$ cat src/rtl/countup_timer_if.sv
// Command/status bundle for the count-up second timer.
// master drives the commands and limit; slave is the timer.
interface countup_timer_if;
  localparam int unsigned SEC_W  = 6;
  localparam int unsigned TENS_W = 3;
  localparam int unsigned ONES_W = 4;

  logic              start;
  logic              stop;
  logic              clear;
  logic [SEC_W-1:0]  limit;
  logic [SEC_W-1:0]  count;
  logic [TENS_W-1:0] bcd_tens;
  logic [ONES_W-1:0] bcd_ones;
  logic              running;
  logic              expired;
  logic              sec_tick;

  modport master (
    output start, stop, clear, limit,
    input  count, bcd_tens, bcd_ones, running, expired, sec_tick
  );

  modport slave (
    input  start, stop, clear, limit,
    output count, bcd_tens, bcd_ones, running, expired, sec_tick
  );
endinterface

$ cat src/rtl/countup_timer.sv
// Elapsed-seconds counter with binary and BCD views, a per-second tick pulse,
// and a sticky expired flag once the count reaches a live-sampled limit.
module countup_timer #(
  parameter int unsigned CYCLES_PER_SECOND = 100_000_000,
  parameter int unsigned CYC_W             = 27
) (
  input  logic            clk,
  input  logic            reset,
  countup_timer_if.slave  bus
);

  localparam int unsigned SEC_W  = 6;
  localparam int unsigned TENS_W = 3;
  localparam int unsigned ONES_W = 4;
  localparam logic [CYC_W-1:0] CYC_LAST = CYC_W'(CYCLES_PER_SECOND - 1);

  typedef enum logic [1:0] {
    ST_IDLE,
    ST_RUN,
    ST_DONE
  } state_t;

  state_t             state_q, state_d;
  logic [CYC_W-1:0]   cyc_q, cyc_d;
  logic [SEC_W-1:0]   count_q, count_d;
  logic [TENS_W-1:0]  tens_q, tens_d;
  logic [ONES_W-1:0]  ones_q, ones_d;
  logic               tick_q, tick_d;
  logic               running_q;
  logic               expired_q;
  logic [SEC_W:0]     count_inc;

  assign count_inc = {1'b0, count_q} + (SEC_W+1)'(1);

  // State and datapath registers; flags are decoded from the next state so
  // they land in the same edge as the transition.
  always_ff @(posedge clk or negedge reset) begin
    if (!reset) begin
      state_q   <= ST_IDLE;
      cyc_q     <= '0;
      count_q   <= '0;
      tens_q    <= '0;
      ones_q    <= '0;
      tick_q    <= 1'b0;
      running_q <= 1'b0;
      expired_q <= 1'b0;
    end else begin
      state_q   <= state_d;
      cyc_q     <= cyc_d;
      count_q   <= count_d;
      tens_q    <= tens_d;
      ones_q    <= ones_d;
      tick_q    <= tick_d;
      running_q <= (state_d == ST_RUN);
      expired_q <= (state_d == ST_DONE);
    end
  end

  // Command priority: clear, then an honoured start, then stop, then counting.
  always_comb begin
    state_d = state_q;
    cyc_d   = cyc_q;
    count_d = count_q;
    tens_d  = tens_q;
    ones_d  = ones_q;
    tick_d  = 1'b0;

    if (bus.clear) begin
      state_d = ST_IDLE;
      cyc_d   = '0;
      count_d = '0;
      tens_d  = '0;
      ones_d  = '0;
    end else if (bus.start && (state_q == ST_IDLE)) begin
      cyc_d = '0;
      if (count_q >= bus.limit) begin
        state_d = ST_DONE;
      end else begin
        state_d = ST_RUN;
      end
    end else if (bus.stop && (state_q == ST_RUN)) begin
      state_d = ST_IDLE;
    end else if (state_q == ST_RUN) begin
      if (cyc_q < CYC_LAST) begin
        cyc_d = cyc_q + CYC_W'(1);
      end else begin
        cyc_d   = '0;
        count_d = count_inc[SEC_W-1:0];
        tick_d  = 1'b1;
        if (ones_q == ONES_W'(9)) begin
          ones_d = '0;
          tens_d = tens_q + TENS_W'(1);
        end else begin
          ones_d = ones_q + ONES_W'(1);
        end
        // A running count stays below the limit, so this also caps it at 63.
        if (count_inc >= {1'b0, bus.limit}) begin
          state_d = ST_DONE;
        end
      end
    end
  end

  assign bus.count    = count_q;
  assign bus.bcd_tens = tens_q;
  assign bus.bcd_ones = ones_q;
  assign bus.running  = running_q;
  assign bus.expired  = expired_q;
  assign bus.sec_tick = tick_q;

endmodule

$ cat src/flat_wrapper.sv
// flat-port wrapper written by rule: the top's interface ports become plain ports
module countup_timer_flat 
#(
  parameter int unsigned CYCLES_PER_SECOND = 100_000_000,
  parameter int unsigned CYC_W             = 27
)
  (clk, reset, bus_start, bus_stop, bus_clear, bus_limit, bus_count, bus_bcd_tens, bus_bcd_ones, bus_running, bus_expired, bus_sec_tick);
  countup_timer_if bus_i ();
  input  logic clk;
  input  logic reset;
  input wire logic [$bits(bus_i.start)-1:0] bus_start;
  input wire logic [$bits(bus_i.stop)-1:0] bus_stop;
  input wire logic [$bits(bus_i.clear)-1:0] bus_clear;
  input wire logic [$bits(bus_i.limit)-1:0] bus_limit;
  output wire logic [$bits(bus_i.count)-1:0] bus_count;
  output wire logic [$bits(bus_i.bcd_tens)-1:0] bus_bcd_tens;
  output wire logic [$bits(bus_i.bcd_ones)-1:0] bus_bcd_ones;
  output wire logic [$bits(bus_i.running)-1:0] bus_running;
  output wire logic [$bits(bus_i.expired)-1:0] bus_expired;
  output wire logic [$bits(bus_i.sec_tick)-1:0] bus_sec_tick;
  assign bus_i.start = bus_start;
  assign bus_i.stop = bus_stop;
  assign bus_i.clear = bus_clear;
  assign bus_i.limit = bus_limit;
  assign bus_count = bus_i.count;
  assign bus_bcd_tens = bus_i.bcd_tens;
  assign bus_bcd_ones = bus_i.bcd_ones;
  assign bus_running = bus_i.running;
  assign bus_expired = bus_i.expired;
  assign bus_sec_tick = bus_i.sec_tick;
  countup_timer #(.CYCLES_PER_SECOND(CYCLES_PER_SECOND), .CYC_W(CYC_W)) u_core (.clk(clk), .reset(reset), .bus(bus_i));
endmodule
$ cat config.mk
export PLATFORM = sky130hd
export DESIGN_NAME = countup_timer_flat
export DESIGN_NICKNAME = d
export VERILOG_FILES = /design/src/rtl/countup_timer_if.sv /design/src/rtl/countup_timer.sv /design/src/flat_wrapper.sv
export SDC_FILE = /design/constraint.sdc
export NUM_CORES = 1
export LEC_CHECK = 0
export BUFFER_PORTS_ARGS = -buffer_cell sky130_fd_sc_hd__buf_2
export CORE_UTILIZATION = 40
export CTS_CLUSTER_SIZE = 25
export DETAILED_ROUTE_END_ITERATION = 10
export GPL_TIMING_DRIVEN = 0
export SYNTH_ARGS = -nofsm -noshare
export SYNTH_HDL_FRONTEND = slang
export SYNTH_SLANG_ARGS = --single-unit
$ cat constraint.sdc
create_clock -name clk -period 2.6 [get_ports clk]
set_input_delay 0.13 -clock clk [delete_from_list [all_inputs] [get_ports clk]]
set_output_delay 0.13 -clock clk [all_outputs]
set_load 0.005 [all_outputs]
==> results of run 1 <==
[area by class of cell]
class / instances / area share [%]
Buffer: 12 / 1.71
Timing Repair Buffer: 28 / 4.51
Sequential cell: 45 / 35.0
Inverter: 13 / 1.52
Clock buffer: 7 / 2.99
Clock inverter: 1 / 0.156
Tap cell: 96 / 3.73
Multi-Input combinational cell: 249 / 50.3
[final timing paths]
path,from,endpoint,slack [ps],depth (start not counted)
min in group clk,bus_stop,u_core.state_q[0]$_DFF_PN0_,130,3
worst max-delay path,u_core.bus.count[0]$_DFFE_PN0P_,u_core.state_q[0]$_DFF_PN0_,190,10
worst max register to register,u_core.bus.count[0]$_DFFE_PN0P_,u_core.state_q[0]$_DFF_PN0_,190,10
worst min register to register,u_core.cyc_q[5]$_DFFE_PN0P_,u_core.cyc_q[5]$_DFFE_PN0P_,540,1
max in group asynchronous,reset,u_core.bus.count[2]$_DFFE_PN0P_,1900,1
worst min-delay path,reset,u_core.cyc_q[0]$_DFFE_PN0P_,0.3,1
[per-stage QoR]
stage          utilization (%)  total power [W]  instances
6_report                  47.1          0.00132        451
3_5_place_dp              45.2         0.000853        441
4_1_cts                   46.7          0.00134        449
5_1_grt                   47.1          0.00138        451
2_1_floorplan                -         0.000797        319
3_3_place_gp              45.2         0.000851        441
[synthesized netlist by cell type, types with 2 or more instances]
master	instances
dfrtp_1	45
nor2_1	36
nand2_1	22
a21oi_1	17
ha_1	17
nand3_1	17
o21ai_0	15
inv_1	13
xor2_1	11
a31oi_1	10
clkbuf_1	9
nand4_1	9
nor3_1	8
nand2b_1	7
and3_1	6
o211ai_1	6
or4_1	6
xnor2_1	6
nor2b_1	5
o31ai_1	5
a21o_1	3
and2_1	3
mux2_2	3
o2111ai_1	3
or2_2	3
a22o_1	2
a41oi_1	2
buf_2	2
nand3b_1	2
nor3b_1	2
nor4_1	2
o211a_1	2
o21ai_1	2
o21bai_1	2
[power by group]
group,leakage (nW),internal (W),switching [W]
logic,0.740,0.0000368,0.0000897
clock network,0.0542,0.000241,0.000238
registers,0.624,0.000705,0.00000500
total,1.42,0.000983,0.000333
[state kept, by name, summed over array words and instances (netlist names)]
name	flops
u_core.bus.bcd_ones	4
u_core.bus.bcd_tens	3
u_core.bus.running	1
u_core.bus.count	6
u_core.state_q	2
u_core.bus.expired	1
u_core.cyc_q	27
u_core.bus.sec_tick	1
[kinds of logic (layout without fill, tap and decap cells)]
kind of cell,Yosys count,in the layout
buffers and inverters,25,61
AOI/OAI and AO/OA,78,78
and+or+nand+nor,132,132
muxes,5,5
adders and majority gates,17,17
DFF,45,45
xor gates and xnor gates,17,17
[what timing repair did]
item	4_1_cts	5_1_grt
endpoints found under the setup margin	0	4
hold buffers	0	0
hold endpoints to repair	0	0
setup buffers	0	2
resized for setup	0	3
[per-layer routing]
metal	part of all wire, %	GRT usage (%)	vias to the layer above
met5	0	0	-
met4	0.81	7.42	0
met3	5.6	3.62	4
met2	47	32.7	68
met1	47	26.5	1171
li1	-	-	1242
==> results.cfg, run 1 <==
[grt]
grt_pass1_vias = 2362
grt_use_total_pct = 20.0
grt_overflow_total = 0
grt_pass1_wl_um = 11500
grt_antenna_before_repair = 0
grt_start_max_net_pins = 46

[placement]
post-place-ws_ps = 44.6
placed_cell_area_sq_mm = 0.00309
portBuffers = 26
finalWeightedCongestion = 0.843
dp_hpwl_um = 4880

[drt]
routedWlPerCell_um = 15.0
postRouteAntennaNets = 0
routed-via-count = 2485
drtIter0Drc = 105
via_per_inst = 5.51
drt-pass1-iter-count = 4
drc_errors = 0
drt_wl_total_um = 6760

[clock_network]
cts_buffers = 5
path_clk_slew_ps = 90
clk_latency_ps = 300
cts-root-buf = clkbuf_8
cts.htree.levels = 2
cts_tree = done
clk_path_buf_depth = 2
clock_sinks = 45

[logic_synthesis]
synth_compound_area_share_pct = 18.1
synth_top_area_share_pct = 39.7
ys_async_sr_fraction_pct = 100
ys.warnings.count = 0
ys_dominant_reg_cell = dfrtp_1
syn_avg_cell_area_sq_um = 8.89
synth_top_area_cell = dfrtp_1
synthAdderAreaFrac_pct = 7.50
syn_nets = 347
yosys.cell_types.count = 50
synth_edf_count = 0
synthTopCellsByArea = dfrtp_1, ha_1, nor2_1, xor2_1, a21oi_1
synth_seq_cells = 45
synth_top_family_by_area = simple AND/OR/NAND/NOR gates
synth.yosys.seq_area_share_pct = 39.7
synthMuxAreaShare_pct = 1.94
synth_area_sq_mm = 0.00284
synth-xor-area-share_pct = 5.25
synthSimpleGateAreaFrac_pct = 23.9
synthCells = 319

[critical_path]
max_stage_delay_ps = 420
crit_buf_inv = 0
path_class = flip-flop to flip-flop
cp_top_family = compound AO/OA/AOI/OAI gates
crit_top_cell = ha_1
cp-start-kind = flip-flop
cp.required_ps = 2810
cp-end-kind = flip-flop
crit_arrival_ps = 2620
crit_slowest_cell = dfrtp_1
path_cells = ha_1, nand3_2, xnor2_1, ha_1, a21o_1, a21oi_1, o21ai_0, a41oi_2, o21bai_1, a311oi_1
cp_max_fo = 5

[power_and_ir_drop]
p_leak_nw = 1.42
pwr_density_cell_mw_per_mm2 = 409
peakVddDrop_v = 0.000217

[floorplanning]
fp.dieArea_sq_mm = 0.00743
die_w_um = 86.2
rows = 30
initial_core_util_pct = 41.5
dieHeight_um = 86.2
num_io_pins = 27
coreArea_sq_mm = 0.00683

[sta]
fin_tns_setup_ps = 0
drv_slew = 0
slew-limit-headroom_pct = 31.9
setup-violations-final = 0
finalHoldViolCount = 0
tightest_slew_ps = 1020
fin_crit_ps = 2410
fin_ws_ps = 188
rsz0062_at_grt = false
fmax_mhz = 415
period_share_pct = 92.8
skew_ps = 10.7
holdWs_ps = 0.300

[run_status]
status = complete, no violations

[cells_and_area]
fin_area_sq_mm = 0.00322
final_common_cell = dfrtp_1
drive_above_1_share_pct = 14.6
area_growth_pct = 13.4
fillerInstances = 664
final_cell_mix = dfrtp_1, nor2_1, buf_2, nand2_1
nNetsFinal = 382
multi_input_area_sq_mm = 0.00162
antenna_cells = 0
ff_latch_area_sq_mm = 0.00113

[worst_hold_path]
worstHoldPathType = input pin to async pin

[flow_run]
maxCapViolCount = 0
Power figures use the tool's default switching activity.
==> inputs of run 2 (changes only) <==
--- a/config.mk
+++ b/config.mk
@@ -7,6 +7,7 @@
 export LEC_CHECK = 0
 export BUFFER_PORTS_ARGS = -buffer_cell sky130_fd_sc_hd__buf_2
 export CORE_UTILIZATION = 40
+export CTS_BUF_LIST = sky130_fd_sc_hd__clkbuf_4
 export CTS_CLUSTER_SIZE = 25
 export DETAILED_ROUTE_END_ITERATION = 10
 export GPL_TIMING_DRIVEN = 0
==> run 2 against run 1 <==
Worst setup slack worse by 34 ps. Worst hold slack better by 44 ps. Largest power group unchanged. Sequential share of layout area up 0.51 points. Die area unchanged. Register-to-register slack worse by 30 ps.
==> results.cfg, run 2 (same netlist as run 1, synthesis figures left out) <==
[cells_and_area]
drive_above_1_share_pct = 13.8
regMostFlops = u_core.cyc_q
nNetsFinal = 383
area_growth_pct = 11.8
final_common_cell = dfrtp_1
fillerInstances = 676
final_cell_mix = dfrtp_1, nor2_1, buf_2, nand2_1
largest_reg_flops = 27
antenna_cells = 0

[floorplanning]
fp.dieArea_sq_mm = 0.00743
dieHeight_um = 86.2
die_w_um = 86.2
rows = 30
coreArea_sq_mm = 0.00683
initial_core_util_pct = 41.5
num_io_pins = 27

[sta]
finalHoldViolCount = 0
fin_crit_ps = 2450
fmax_mhz = 409
slew-limit-headroom_pct = 30.2
drv_slew = 0
setup-violations-final = 0
period_share_pct = 94.1
skew_ps = 27.6
fin_tns_setup_ps = 0
tightest_slew_ps = 1050
holdWs_ps = 44.7

[clock_network]
path_clk_slew_ps = 150
cts_tree = done
cts_buffers = 5
clk_path_buf_depth = 2
clk_latency_ps = 370
cts-root-buf = clkbuf_4
cts.htree.levels = 2
clock_sinks = 45

[grt]
grt_overflow_total = 0
gr-max-usage-layer = met2
use_met3_pct = 3.05
grt_antenna_before_repair = 0
grt_pass1_vias = 2365
grt_pass1_wl_um = 11500
use_met2_pct = 33.1
grt_start_max_net_pins = 46
grt_use_total_pct = 20.0
met1_usage_pct = 26.5

[drt]
via_per_inst = 5.47
routed-via-count = 2473
drt-pass1-iter-count = 4
postRouteAntennaNets = 0
drtIter0Drc = 135
routedWlPerCell_um = 15.1
drc_errors = 0
drt_wl_total_um = 6840

[critical_path]
crit_top_cell = ha_1
cp-start-kind = flip-flop
max_stage_delay_ps = 430
crit_slowest_cell = dfrtp_1
path_cells = ha_1, nand3_1, xnor2_1, ha_1, a21o_1, a21oi_1, o21ai_0, a41oi_2, o21bai_1, a311oi_1
cp-end-kind = flip-flop
path_class = flip-flop to flip-flop
cp_max_fo = 5
crit_arrival_ps = 2740
cp.required_ps = 2890

[power_and_ir_drop]
peakVddDrop_v = 0.000211
p_leak_nw = 1.40
pwr_density_cell_mw_per_mm2 = 367
fin_total_pwr_w = 0.00117

[flow_run]
maxCapViolCount = 0

[run_status]
status = complete, no violations

[placement]
portBuffers = 26
dp_hpwl_um = 4880
finalWeightedCongestion = 0.843

[worst_hold_path]
worstHoldPathType = input pin to flip-flop
[run 2: changes by cell type in the layout (fill, tap and decap cells not counted), sizes merged]
cell,delta
clkbuf,-2
clkinv,+2
dlygate4sd3,+1
[run 2: timing repair]
item | CTS | global route
hold buffers | 1 | 0
resized for setup | 0 | 2
buffers inserted | 0 | 2
endpoints found under the hold margin | 45 | 0
endpoints found under the setup margin | 0 | 4
[run 2: metrics by stage]
| stage | std cells | cell area [sq um] | worst slack, ps | utilization, % |
|---|---|---|---|---|
| floorplan | 319 | 2840 | 363 | - |
| global placement | 441 | 3090 | 60.5 | 45.2 |
| detailed placement | 441 | 3090 | 44.6 | 45.2 |
| CTS | 450 | 3150 | 32.9 | 46.1 |
| global route | 452 | 3170 | -30.2 | 46.4 |
| finish | 452 | 3170 | 155 | 46.4 |
[run 2: cell type report]
class | count | area [sq um] | share of cell area [%]
Clock buffer | 5 | 37.5 | 1.18
Clock inverter | 3 | 12.5 | 0.395
Inverter | 13 | 48.8 | 1.54
Timing Repair Buffer | 29 | 155 | 4.89
Multi-Input combinational cell | 249 | 1610 | 50.9
Sequential cell | 45 | 1130 | 35.6
Buffer | 12 | 55.1 | 1.74
Tap cell | 96 | 120 | 3.79
[run 2: path summary, 6_finish.rpt]
| check | cells after the start | from | endpoint | slack [ps] |
|---|---|---|---|---|
| max | 10 | u_core.bus.count[0]$_DFFE_PN0P_ | u_core.state_q[0]$_DFF_PN0_ | 150 |
| min | 3 | bus_stop | u_core.state_q[0]$_DFF_PN0_ | 40 |
| max reg2reg | 10 | u_core.bus.count[0]$_DFFE_PN0P_ | u_core.state_q[0]$_DFF_PN0_ | 150 |
| min reg2reg | 1 | u_core.cyc_q[5]$_DFFE_PN0P_ | u_core.cyc_q[5]$_DFFE_PN0P_ | 550 |
| max in group asynchronous | 2 | reset | u_core.bus.count[2]$_DFFE_PN0P_ | 1390 |
| min in group asynchronous | 2 | reset | u_core.cyc_q[10]$_DFFE_PN0P_ | 470 |
[run 2: critical path, delay by kind of cell (launching register included)]
kind / cells / cell delay (ps)
AND/OR/NAND/NOR: 1 / 180
AO/OA/AOI/OAI: 6 / 1050
adder cells (fa/ha/maj): 2 / 540
XOR/XNOR: 1 / 180
flip-flops: 1 / 430
[run 2: where the power goes]
| part | internal, W | switching [W] | total [W] | leakage, nW |
|---|---|---|---|---|
| Clock | 0.0000983 | 0.000227 | 0.000326 | 0.0300 |
| Combinational | 0.0000378 | 0.0000908 | 0.000129 | 0.745 |
| Sequential | 0.000706 | 0.00000495 | 0.000711 | 0.624 |
[run 2: per-layer routing]
layer	up-vias	wire length (um)
met2	54	3240
met4	0	80
li1	1237	-
met5	-	0
met3	6	295
met1	1176	3230
==> inputs of run 3 (changes only) <==
--- a/config.mk
+++ b/config.mk
@@ -5,6 +5,7 @@
 export SDC_FILE = /design/constraint.sdc
 export NUM_CORES = 1
 export LEC_CHECK = 0
+export ABC_AREA = 1
 export BUFFER_PORTS_ARGS = -buffer_cell sky130_fd_sc_hd__buf_2
 export CORE_UTILIZATION = 40
 export CTS_BUF_LIST = sky130_fd_sc_hd__clkbuf_4
==> constraint.sdc (replaced) <==
create_clock -name clk -period 2.06 [get_ports clk]
set_input_delay 0.103 -clock clk [delete_from_list [all_inputs] [get_ports clk]]
set_output_delay 0.103 -clock clk [all_outputs]
set_load 0.005 [all_outputs]
==> run 3 against run 2 <==
First-iteration DRC count decreased by 18%. Clock power increased by 20%. Global-route usage decreased by 1.2 points. Register-to-register slack got worse by 150 ps.
==> results.cfg, run 3 <==
[run_status]
status = complete, no violations

[cells_and_area]
largest_reg_flops = 27
area_growth_pct = 14.9
regMostFlops = u_core.cyc_q
nNetsFinal = 477
drive_above_1_share_pct = 22.5
final_common_cell = nand2_1
antenna_cells = 0
postLayoutCoreUtil_pct = 48.0
final_cell_mix = nand2_1, inv_1, nor2_1, dfrtp_1, buf_2

[power_and_ir_drop]
internal-power_w = 0.00115
switchingPower_w = 0.000494
clkPwrFrac_pct = 23.7
fin_total_pwr_w = 0.00165
peakVddDrop_v = 0.000388
switching_share_pct = 30.0
pwr_density_cell_mw_per_mm2 = 471
combPwrFrac_pct = 18.2
seqPwrFrac_pct = 58.1
p_leak_nw = 1.73

[grt]
grt_pass1_wl_um = 11500
grt_start_max_net_pins = 46
grt_pass1_vias = 2521
grt_overflow_total = 0
grt_use_total_pct = 18.9
grt_antenna_before_repair = 0

[critical_path]
cp.required_ps = 2370
r2r_setup_slack_ps = 8
regToRegStartpoint = u_core.bus.count[1]$_DFFE_PN0P_
cp_max_fo = 3
cp-start-kind = flip-flop
startpoint = u_core.bus.count[1]$_DFFE_PN0P_
r2r-end = u_core.bus.running$_DFF_PN0_
path_class = flip-flop to flip-flop
crit_arrival_ps = 2360
cp-end-kind = flip-flop
r2r_cells = 16

[logic_synthesis]
synth_top_area_cell = dfrtp_1
ys.warnings.count = 0
synth_area_sq_mm = 0.00304
synth_common_cells = nand2_1, inv_1, nor2_1
ys_async_sr_fraction_pct = 100
synthCells = 404
ys_dominant_reg_cell = dfrtp_1
synth_top_area_share_pct = 37.0
syn_nets = 432
yosys.cell_types.count = 37
synth_seq_cells = 45
synth_edf_count = 0
syn_avg_cell_area_sq_um = 7.54
synth.yosys.seq_area_share_pct = 37.0
synthTopCellsByArea = dfrtp_1, nand2_1, ha_1, inv_1, nor2_1
synth_most_common_cell = nand2_1

[drt]
drtIter0Drc = 111
postRouteAntennaNets = 0
via_per_inst = 4.83
routedWlPerCell_um = 12.1
drt-pass1-iter-count = 4
drt_wl_total_um = 6610
drc_errors = 0
routed-via-count = 2641

[clock_network]
cts-root-buf = clkbuf_4
cts_tree = done
cts_buffers = 5
clock_sinks = 45
path_clk_slew_ps = 130
cts.htree.levels = 2
clk_path_buf_depth = 2
clk_latency_ps = 360

[worst_hold_path]
hold_start = bus_stop
min_to = u_core.bus.expired$_DFF_PN0_
worstHoldPathCells = 6
worstHoldPathType = input pin to flip-flop

[floorplanning]
rows = 31
fp.dieArea_sq_mm = 0.00796
die_w_um = 89.2
num_io_pins = 27
coreArea_sq_mm = 0.00729
dieHeight_um = 89.2
initial_core_util_pct = 41.7

[sta]
rsz0062_at_grt = true
fmax_mhz = 487
fin_crit_ps = 2050
slew-limit-headroom_pct = 33.9
period_share_pct = 99.6
setup-violations-final = 0
finalHoldViolCount = 0
drv_slew = 0
skew_ps = 13.6
tightest_slew_ps = 991

[placement]
finalWeightedCongestion = 0.939
portBuffers = 26
dp_hpwl_um = 5070

[flow_run]
maxCapViolCount = 0
run 3: cell types whose count changed after synthesis, sizes merged, moves of 6 or more:
cell    before  now
nand3       17   34
inv         13   61
nand2       22  100
clkbuf       9    1
xor2        11   19
nor2        36   56
nand2b       7    0
o22ai        0    7
or4          6    0
a21oi       17    8
a31oi       10    0
nor3         9   15
run 3: logic make-up (layout without fill, tap and decap cells):
family	count (synthesis)	after routing	share of synthesized area [%]
simple gates	220	220	34.2
flops	45	45	37.0
fa+ha+maj	17	17	6.99
compound gates	33	33	6.37
buf+inv	68	112	9.37
xor+xnor	21	21	6.04
run 3: metal layers:
metal  GRT usage (%)  part of all wire, %  up-vias
met3            3.32                  3.1        9
met1            25.5                   49     1219
met2            31.0                   47       38
met5               0                    0        -
met4            5.63                  1.5        0
li1                -                    -     1375
run 3: power groups by stage:
| stage | Sequential [W] | Combinational (W) | Clock, W |
|---|---|---|---|
| 2_1_floorplan | 0.000974 | 0.000182 | 0 |
| 3_3_place_gp | 0.000974 | 0.000287 | 0 |
| 3_5_place_dp | 0.000975 | 0.000293 | 0 |
| 4_1_cts | 0.000958 | 0.000297 | 0.000417 |
| 5_1_grt | 0.000966 | 0.000346 | 0.000448 |
| 6_report | 0.000957 | 0.000299 | 0.000390 |
run 3: worst max-delay path by stage:
stage,end,depth (start not counted)
final,u_core.bus.running$_DFF_PN0_,16
after global routing,u_core.state_q[0]$_DFF_PN0_,17
after CTS,u_core.bus.running$_DFF_PN0_,16
after detailed placement,u_core.bus.running$_DFF_PN0_,15
after global placement,u_core.bus.running$_DFF_PN0_,16
after floorplan,u_core.bus.running$_DFF_PN0_,16
run 3: final cells by class:
cell class / instances / area [sq um]
inverters: 62 / 238
plain buffers: 6 / 47.5
fillers: 775 / 3790
flip-flops and latches: 45 / 1130
repair buffers: 38 / 225
clock buffers: 5 / 37.5
well taps: 99 / 124
clock inverters: 1 / 5.00
multi-input cells: 291 / 1690
run 3: repair_timing:
item	4_1_cts	5_1_grt
endpoints found under the setup margin	4	4
buffers inserted	8	2
resized for setup	6	10
pin swaps	1	8
hold endpoints to repair	46	0
gates cloned	0	0
hold buffers	2	0
run 3: per-stage QoR:
step | setup TNS, ps | worst slack (ps) | instances | hold slack, ps | cell area [sq um]
detailed placement | -437 | -139 | 529 | 336 | 3300
finish | 0 | 7.94 | 547 | 127 | 3500
floorplan | 0 | 91.5 | 404 | -193 | 3040
CTS | -47.5 | -34.8 | 545 | 123 | 3440
global route | -400 | -126 | 547 | 135 | 3500
global placement | -337 | -115 | 529 | 337 | 3300
run 3: critical path, cell delays in order, from the launching register on:
cell and delay [ps]:
dfrtp_1 440, ha_2 220, nand3_2 100, xor2_2 160, inv_1 60, ha_1 280, nand2_2 70, inv_2 40
nand2_1 40, nand2_1 50, nor2_1 90, nand2_1 100, nand3_2 100, nand2_2 60, nand2_2 70, nand3_1 70
inv_1 60
